===== src/rtl/phase_inc_sweep_rx.sv =====
// Receiving end of the swept phase-increment stream: phase accumulator,
// sweep step/wrap telemetry and tlast dwell measurement.
module phase_inc_sweep_rx #(
    parameter int PHASE_W = 32,
    parameter int HOLDOFF = 2
) (
    input  logic               clk,
    input  logic               reset,
    input  logic               enable,
    input  logic [PHASE_W-1:0] s_axis_phase_tdata,
    input  logic               s_axis_phase_tvalid,
    output logic               s_axis_phase_tready,
    input  logic               s_axis_phase_tlast,
    output logic [PHASE_W-1:0] phase_out,
    output logic               phase_valid,
    output logic [PHASE_W-1:0] cur_inc,
    output logic [15:0]        step_count,
    output logic               sweep_wrap,
    output logic [31:0]        dwell_cycles,
    output logic               tlast_pulse
);

    localparam int HW = (HOLDOFF > 1) ? $clog2(HOLDOFF) : 1;
    localparam logic [HW-1:0] HOLD_LOAD = HW'((HOLDOFF > 0) ? HOLDOFF - 1 : 0);

    typedef enum logic [1:0] {IDLE, READY, HOLD} state_t;

    state_t             state_q, state_d;
    logic               tready_q, tready_d;
    logic [HW-1:0]      hold_cnt_q, hold_cnt_d;
    logic               have_inc_q, have_inc_d;
    logic [PHASE_W-1:0] cur_inc_q, cur_inc_d;
    logic [15:0]        step_q, step_d;
    logic               wrap_q, wrap_d;
    logic [PHASE_W-1:0] phase_q, phase_d;
    logic               pvalid_q, pvalid_d;
    logic [31:0]        dwell_cnt_q, dwell_cnt_d;
    logic [31:0]        dwell_q, dwell_d;
    logic               tpulse_q, tpulse_d;
    logic               tlast_q, tlast_d;

    logic               accept;
    logic               rise;
    logic [31:0]        dwell_inc;

    always_comb begin
        accept      = s_axis_phase_tvalid && tready_q;
        rise        = s_axis_phase_tlast && !tlast_q;
        dwell_inc   = (&dwell_cnt_q) ? dwell_cnt_q : dwell_cnt_q + 32'd1;

        state_d     = state_q;
        tready_d    = tready_q;
        hold_cnt_d  = hold_cnt_q;
        have_inc_d  = have_inc_q;
        cur_inc_d   = cur_inc_q;
        step_d      = step_q;
        wrap_d      = 1'b0;
        phase_d     = phase_q;
        pvalid_d    = enable && have_inc_q;
        tlast_d     = s_axis_phase_tlast;
        tpulse_d    = rise;
        dwell_q_hold: begin end
        dwell_d     = dwell_q;
        dwell_cnt_d = dwell_inc;

        unique case (state_q)
            IDLE: begin
                if (enable) begin
                    state_d  = READY;
                    tready_d = 1'b1;
                end
            end
            READY: begin
                if (accept && HOLDOFF > 0) begin
                    state_d    = HOLD;
                    tready_d   = 1'b0;
                    hold_cnt_d = HOLD_LOAD;
                end else if (!enable) begin
                    state_d  = IDLE;
                    tready_d = 1'b0;
                end
            end
            HOLD: begin
                if (hold_cnt_q == '0) begin
                    state_d  = enable ? READY : IDLE;
                    tready_d = enable;
                end else begin
                    hold_cnt_d = hold_cnt_q - HW'(1);
                end
            end
            default: begin
                state_d  = IDLE;
                tready_d = 1'b0;
            end
        endcase

        if (accept) begin
            cur_inc_d  = s_axis_phase_tdata;
            have_inc_d = 1'b1;
            if (have_inc_q && (s_axis_phase_tdata < cur_inc_q)) begin
                wrap_d = 1'b1;
                step_d = 16'd1;
            end else if (step_q != 16'hFFFF) begin
                step_d = step_q + 16'd1;
            end
        end

        if (enable && have_inc_q) begin
            phase_d = phase_q + cur_inc_q;
        end

        // The capture includes the rise edge itself, so rises N cycles apart read N.
        if (rise) begin
            dwell_d     = dwell_inc;
            dwell_cnt_d = '0;
        end
    end

    always_ff @(posedge clk or posedge reset) begin
        if (reset) begin
            state_q     <= IDLE;
            tready_q    <= 1'b0;
            hold_cnt_q  <= '0;
            have_inc_q  <= 1'b0;
            cur_inc_q   <= '0;
            step_q      <= '0;
            wrap_q      <= 1'b0;
            phase_q     <= '0;
            pvalid_q    <= 1'b0;
            dwell_cnt_q <= '0;
            dwell_q     <= '0;
            tpulse_q    <= 1'b0;
            tlast_q     <= 1'b0;
        end else begin
            state_q     <= state_d;
            tready_q    <= tready_d;
            hold_cnt_q  <= hold_cnt_d;
            have_inc_q  <= have_inc_d;
            cur_inc_q   <= cur_inc_d;
            step_q      <= step_d;
            wrap_q      <= wrap_d;
            phase_q     <= phase_d;
            pvalid_q    <= pvalid_d;
            dwell_cnt_q <= dwell_cnt_d;
            dwell_q     <= dwell_d;
            tpulse_q    <= tpulse_d;
            tlast_q     <= tlast_d;
        end
    end

    assign s_axis_phase_tready = tready_q;
    assign phase_out           = phase_q;
    assign phase_valid         = pvalid_q;
    assign cur_inc             = cur_inc_q;
    assign step_count          = step_q;
    assign sweep_wrap          = wrap_q;
    assign dwell_cycles        = dwell_q;
    assign tlast_pulse         = tpulse_q;

endmodule


===== config.mk =====
export PLATFORM = sky130hd
export DESIGN_NAME = phase_inc_sweep_rx
export DESIGN_NICKNAME = d
export VERILOG_FILES = /design/src/rtl/phase_inc_sweep_rx.sv
export SDC_FILE = /design/constraint.sdc
export NUM_CORES = 1
export LEC_CHECK = 0
export CORE_UTILIZATION = 30
export CTS_BUF_LIST = sky130_fd_sc_hd__clkbuf_8 sky130_fd_sc_hd__clkbuf_16
export DETAILED_ROUTE_END_ITERATION = 8
export SLEW_MARGIN = 20
export SYNTH_ARGS = -nofsm -noshare
export SYNTH_HDL_FRONTEND = slang
export SYNTH_SLANG_ARGS = --single-unit

===== constraint.sdc =====
create_clock -name clk -period 6.66 [get_ports clk]
set_clock_uncertainty 0.2 [all_clocks]
set_input_delay 1.332 -clock clk [delete_from_list [all_inputs] [get_ports clk]]
set_output_delay 1.332 -clock clk [all_outputs]
set_load 0.005 [all_outputs]

After elaboration in Yosys (flattened, before gate mapping)
Index checks and enable logic that the tools add are counted.
- register bits: 153
- latch bits: 0
- bits in writable memories: 0
- bits in read-only memories: 0
- input bits: 37
- output and inout bits: 116
- word-level logic and storage cells: 57
- memories: 0
- add/sub/neg operators: 4
- multipliers: 0
- divide/modulo/power cells: 0
- order comparisons: 1
- equal/unequal tests: 7
- shift operators: 0
- muxes and demuxes: 20
- bitwise operators: 0
- reduce and logical (&&, ||, !) cells: 12
- operators with widths (kind ; number):
    $mux W32 ; 2
    $add A32 B1 Y32 const B ; 1
    $add A32 B32 Y32 ; 1
    $lt A32 B32 Y1 ; 1
    $mux W16 ; 2
    $reduce_and A32 Y1 ; 1
    $add A16 B1 Y16 const B ; 1
    $ne A16 B16 Y1 const B ; 1
    $mux W1 ; 9
    $mux W2 ; 4
    $ne A2 B2 Y1 const B ; 3
    $pmux W2 S3 ; 1
    $logic_and A1 B1 Y1 ; 4
    $reduce_and A2 Y1 ; 2
    $reduce_bool A2 Y1 ; 2
    $ne A3 B3 Y1 const B ; 1
    $pmux W1 S3 ; 1
    $reduce_and A3 Y1 ; 1
    $eq A2 B1 Y1 const B ; 1
    $eq A2 B2 Y1 const B ; 1
    $logic_not A2 Y1 ; 1
    $pmux W1 S2 ; 1
    $logic_not A1 Y1 ; 1
    $sub A1 B1 Y1 const B ; 1

Logic depth before layout (Yosys ltp)
- depth in word-level cells: 4
- depth in mapped cells: 12
- mapped depth without buffers: 12

Worst setup path before layout
Ideal clock, no wire load.
- kind: input-to-reg
- start: in s_axis_phase_tdata[5]
- end: reg step_q[12] (netlist: step_count[12])
- setup time: 121 ps
- data arrival time: 3227 ps
- data required time: 6339 ps
- setup slack: 3112 ps
- stages on the path: 11
- path buffers: 1
- path through: ha_1 > a21o_1 > a21o_1 > a21oi_1 > o21ai_1 > a21o_1 > a21o_1 > a31oi_2 > buf_2 > nor2_1 > a22o_1
- word-level cells in the longest chain between the ends: 4
- elaborated cells on any way between the ends: 5
- classes of those cells: order compare: 1; mux: 1; reduce/logical: 3
- RTL lines (element ; RTL line ; text):
    from (decl) ; 10 ; input logic [PHASE_W-1:0] s_axis_phase_tdata,
    $lt A32 B32 Y1 (*) ; 100 ; if (have_inc_q && (s_axis_phase_tdata < cur_inc_q)) begin
    $logic_and A1 B1 Y1 (*) ; 100 ;
    $reduce_bool A2 Y1 (no line) ; - ;
    $reduce_and A2 Y1 (no line) ; - ;
    to (signal assigned) ; 140 ; step_q <= step_d;
    to (decl) ; 33 ; logic [15:0] step_q, step_d;
Mark *: on every way between the ends. The rest lies on a longest branch, timed or not.
A chain may end at the register's enable or synchronous reset.

Final worst setup path
- start: in s_axis_phase_tdata[21]
- end: reg step_q[1] (netlist: step_count[1])
Same word-level chain as after synthesis.

==> impl_metrics.py <==
metrics = {
    "clock_tree": {
        "postCtsHoldBufs": 0,
        "postCtsSetupRepairBufs": 0,
        "numCtsBuffers": 17,
        "clock_latency_ns": 0.43,
        "cts_resized": 0,
        "root_buffer": "clkbuf_16",
        "cts_tree": "done",
        "h-tree-depth": 4,
        "cts.sinks": 153,
        "clk_pin_slew_ns": 0.06,
        "cts_buffer_depth": 2,
    },
    "sta": {
        "whs_ns": 0.271,
        "setup_tns_ns": 0,
        "grt_setup_unrepaired": "no",
        "hold_violations": 0,
        "worstMarginPinSlew_ns": 0.962,
        "final.min_clock_period_ns": 4.34,
        "layout_setup_ws_ns": 2.32,
        "period_share_pct": 65.2,
        "setup_viol": 0,
        "slew_headroom_pct": 35.5,
        "slew_violations": 0,
        "max_freq_mhz": 230,
    },
    "routing": {
        "avgRoutedWirePerCell_um": 14.8,
        "ant_nets": 0,
        "num_vias": 6791,
        "drt-total-wl_um": 21300,
        "first_pass_iters": 6,
        "first_iter_violations": 286,
        "drc": 0,
        "routed_via_density": 4.71,
    },
    "global_route": {
        "grt_usage_pct": 15.3,
        "grt_max_degree": 112,
        "grt_overflow_total": 0,
        "antenna_found_initial": 2,
        "grt_pass1_vias": 6582,
        "grt_pass1_wl_um": 34500,
    },
    "floorplanning": {
        "rows": 61,
        "start_util_pct": 30.4,
        "core_area_um2": 27800,
        "die_area_um2": 28900,
        "fp.dieH_um": 170,
        "die_w_um": 170,
        "io_pins": 153,
    },
    "power_and_ir_drop": {
        "p_per_area_nw_per_um2": 447,
        "finalPower_mw": 4.90,
        "cellLeakagePower_nw": 4.90,
        "ir_worst_vdd_uv": 237,
    },
    "critical_path": {
        "startpoint_type": "input pin",
        "cp-end-kind": "flop",
        "arrival_ns": 4.45,
        "required_ns": 6.77,
        "critPathKind": "in2reg",
        "worstPathMaxFanout": 18,
    },
    "synth": {
        "seq_area_frac_synth_pct": 45.3,
        "syn_area_um2": 8460,
        "synthFlopType": "dfrtp_1",
        "synth_top_area_share_pct": 45.3,
        "synth_top_cell_by_area": "dfrtp_1",
        "async_reset_ff_share_pct": 100,
        "synth-edff-count": 0,
        "synth_seq_cells": 153,
        "ys_top_cells_by_area": "dfrtp_1, ha_1, o21ai_0, nand2_1, xnor2_1",
        "yosysUniqueCellTypes": 62,
        "synth.most_common_cell": "dfrtp_1",
        "synthCells": 903,
        "synthTopCellsByCount": "dfrtp_1, nand2_1, o21ai_0, nor2_1, ha_1",
        "syn_avg_cell_area_um2": 9.37,
        "yosysWarnings": 0,
        "syn_nets": 1005,
    },
    "placement": {
        "pre_cts_slack_ns": 1.93,
        "routabilityCongestion": 0.809,
        "hpwlAfterDp_um": 15500,
        "placed_cell_area_um2": 10400,
        "io_buffers": 152,
    },
    "finish": {
        "area_growth_pct": 29.7,
        "n_fill_cell": 2816,
        "stdcell_area_um2": 11000,
        "nNetsFinal": 1150,
        "layout-drive-gt1-share_pct": 6.41,
    },
    "hold_path": {
        "hold_class": "reg2reg",
    },
    "run": {
        "cap_violations": 0,
    },
    "outcome": {
        "status": "finished, final reports clean",
    },
}
==> power by group <==
part / switching, mW / leakage [nW] / total [mW] / internal (mW)
Sequential: 0.258 / 1.98 / 1.45 / 1.19
Clock: 0.466 / 0.282 / 0.970 / 0.504
Combinational: 1.25 / 2.64 / 2.49 / 1.24
Total: 1.97 / 4.90 / 4.90 / 2.93
==> flip-flops by register name (all words and copies together), names as in the netlist <==
name                 cells
tlast_q                  1
cur_inc                 32
phase_valid              1
tlast_pulse              1
have_inc_q               1
dwell_cycles            32
sweep_wrap               1
phase_out               32
s_axis_phase_tready      1
step_count              16
state_q                  2
dwell_cnt_q             32
hold_cnt_q               1
==> layout by cell type (no fill, tap or decap), types with 25 or more instances in the layout <==
cell type | Yosys | layout
a21o_1 | 32 | 32
a21oi_1 | 37 | 37
clkdlybuf4s50_1 | 0 | 152
dfrtp_1 | 153 | 153
ha_1 | 64 | 64
inv_1 | 48 | 46
nand2_1 | 129 | 129
nor2_1 | 71 | 71
o21ai_0 | 107 | 107
xnor2_1 | 32 | 32
xor2_1 | 25 | 25
==> cell families (layout without fill, tap and decap cells) <==
logic type | Yosys count | after routing | share of synthesized area (%)
other cells | 0 | 2 | 0
compound gates | 243 | 243 | 17.8
buf+inv | 79 | 237 | 3.62
flops | 153 | 153 | 45.3
mux | 6 | 6 | 0.769
fa+ha+maj | 65 | 65 | 9.71
xor+xnor | 57 | 57 | 5.90
simple gates | 300 | 300 | 17.0
==> worst paths after layout <==
check	to	depth (start not counted)	start	slack, ns
setup / recovery	step_count[1]$_DFFE_PP0P_	10	s_axis_phase_tdata[21]	2.32
hold / removal	phase_out[31]$_DFFE_PP0P_	1	phase_out[31]$_DFFE_PP0P_	0.27
setup reg to reg	phase_out[30]$_DFFE_PP0P_	12	cur_inc[0]$_DFFE_PP0P_	3.16
hold reg to reg	phase_out[31]$_DFFE_PP0P_	1	phase_out[31]$_DFFE_PP0P_	0.27
max in group asynchronous	step_count[1]$_DFFE_PP0P_	3	reset	3.88
min in group asynchronous	dwell_cycles[18]$_DFFE_PP0P_	2	reset	1.26
==> through the flow <==
stage	util (%)	instances
detailed placement	37.3	1407
global placement	37.3	1407
finish	39.5	1441
floorplan	-	903
global route	39.5	1441
CTS	39.4	1439
==> critical path: stages <==
cell and delay, ns:
clkdlybuf4s50_1 0.44, ha_1 0.33, a21o_1 0.16, a21o_1 0.16, a21oi_1 0.26, o21ai_0 0.21, a221o_1 0.34, a31oi_2 0.66
nor3_1 0.27, a22o_1 0.29
==> layout make-up <==
class | count | area (um^2) | share of cell area (%)
multi-input cells | 671 | 4330 | 39.4
clock buffers | 17 | 425 | 3.88
inverters | 49 | 191 | 1.75
well taps | 378 | 473 | 4.31
repair buffers | 156 | 1550 | 14.1
diodes | 2 | 5.00 | 0.0456
clock inverters | 15 | 166 | 1.52
flip-flops and latches | 153 | 3830 | 34.9
==> layer usage <==
| layer | up-vias | part of all wire, % | track usage [%] | routed length, um |
|---|---|---|---|---|
| met5 | - | 0 | 0 | 0 |
| met4 | 0 | 1.9 | 5.01 | 414 |
| met2 | 123 | 46 | 24.5 | 9810 |
| li1 | 3427 | - | - | - |
| met1 | 3222 | 48 | 20.4 | 10300 |
| met3 | 19 | 3.7 | 3.40 | 791 |
(Power assumes the default switching activity.)
==> edit: new RTL, same settings <==
Register the output `step_count` once more, without a reset; this adds one clock of latency there. The other outputs are not delayed to match.
--- a/src/rtl/phase_inc_sweep_rx.sv
+++ b/src/rtl/phase_inc_sweep_rx.sv
@@ -154,3 +154,5 @@
     assign cur_inc             = cur_inc_q;
-    assign step_count          = step_q;
+    always_ff @(posedge clk) begin
+        step_count <= step_q;
+    end
     assign sweep_wrap          = wrap_q;
Formal check against the unedited RTL: not equivalent (Yosys sat finds a counterexample within 4 cycles, from zero or initial values and one cycle with reset high).
==> edit against the original RTL <==
Clock power increased by 10%. Area after synthesis increased by 3.3%. Total power increased by 3.6%. Largest cell class unchanged. Cell count increased by 0.76%. Synthesized cell count increased by 0.66%. Routed wire length increased by 0.48%. Sequential cell count increased by 16. Maximum frequency increased by 7.3%. Core utilization decreased by 0.12 points. Worst setup slack improved by 300 ps. Count of clock-buffer cells in the layout unchanged. Design area increased by 3.0%.
==> edit: results (changes against the original RTL) <==
drt total wl = 21.4 mm (was 21.3 mm)
Compound-Gate Fraction of Synth Area = 16.9% (was 17.8%)
HP Start = step_q[8]$_DFFE_PP0P_ (was phase_out[31]$_DFFE_PP0P_)
nets@finish = 1156 (was 1150)
relative slew slack = 31.6% (was 35.5%)
outcome = complete, no violations (unchanged)
share of flip-flops with an asynchronous set or reset = 90.5% (was 100%)
cell at the slowest stage of the critical path = clkdlybuf4s50_1 (was a31oi_2)
Fill cells = 2881 (was 2816)
final core occ = 39.4% (was 39.5%)
Syn Nets = 1011 (was 1005)
XOR/XNOR Fraction of Synth Area = 5.91% (was 5.90%)
routability cong. = 0.845 (was 0.809)
antenna violations before repair = 1 (was 2)
Non-Clock Buffer Area Fraction = 13.8% (was 14.1%)
Post-Syn Area per Cell = 9.61 um2 (was 9.37 um2)
Placed Cells = 1419 (was 1407)
Cell Pwr Density = 449 mW/mm2 (was 447 mW/mm2)
Seq/total area = 36.7% (was 34.9%)
Synth cell types = 71 (was 62)
largest cells by area after synthesis = dfrtp_1 (44%), ha_1 (9.2%), o21ai_0 (6.0%), nand2_1 (5.8%), xor2_1 (4.0%) (was dfrtp_1 (45%), ha_1 (9.5%), o21ai_0 (6.3%), nand2_1 (5.7%), xnor2_1 (3.3%))
worst-path maximum fanout = 14 (was 18)
Place WS = 2210 ps (was 1930 ps)
Total Routing Usage GR = 14.7% (was 15.3%)
DP HPWL = 15.5 mm (about the same)
[edit: worst paths after layout]
path                                        endpoint  slack [ps]
setup / recovery              step_q[13]$_DFFE_PP0P_        2610
hold / removal                 step_count[8]$_DFF_P_         200
setup reg to reg           phase_out[28]$_DFFE_PP0P_        3280
hold reg to reg                step_count[8]$_DFF_P_         200
max in group asynchronous    cur_inc[23]$_DFFE_PP0P_        3860
min in group asynchronous          tlast_q$_DFF_PP0_        1240
[edit: report_power, final]
part | total, W | internal [W] | switching [W]
sequential | 0.00153 | 0.00129 | 0.000243
combinational | 0.00247 | 0.00122 | 0.00125
clock | 0.00107 | 0.000608 | 0.000464
[edit: metal layers]
| layer | share of wire, % | track usage (%) |
|---|---|---|
| met1 | 48 | 19.6 |
| met2 | 46 | 23.4 |
| met3 | 4.8 | 3.56 |
| met4 | 1.4 | 4.57 |
| met5 | 0 | 0 |
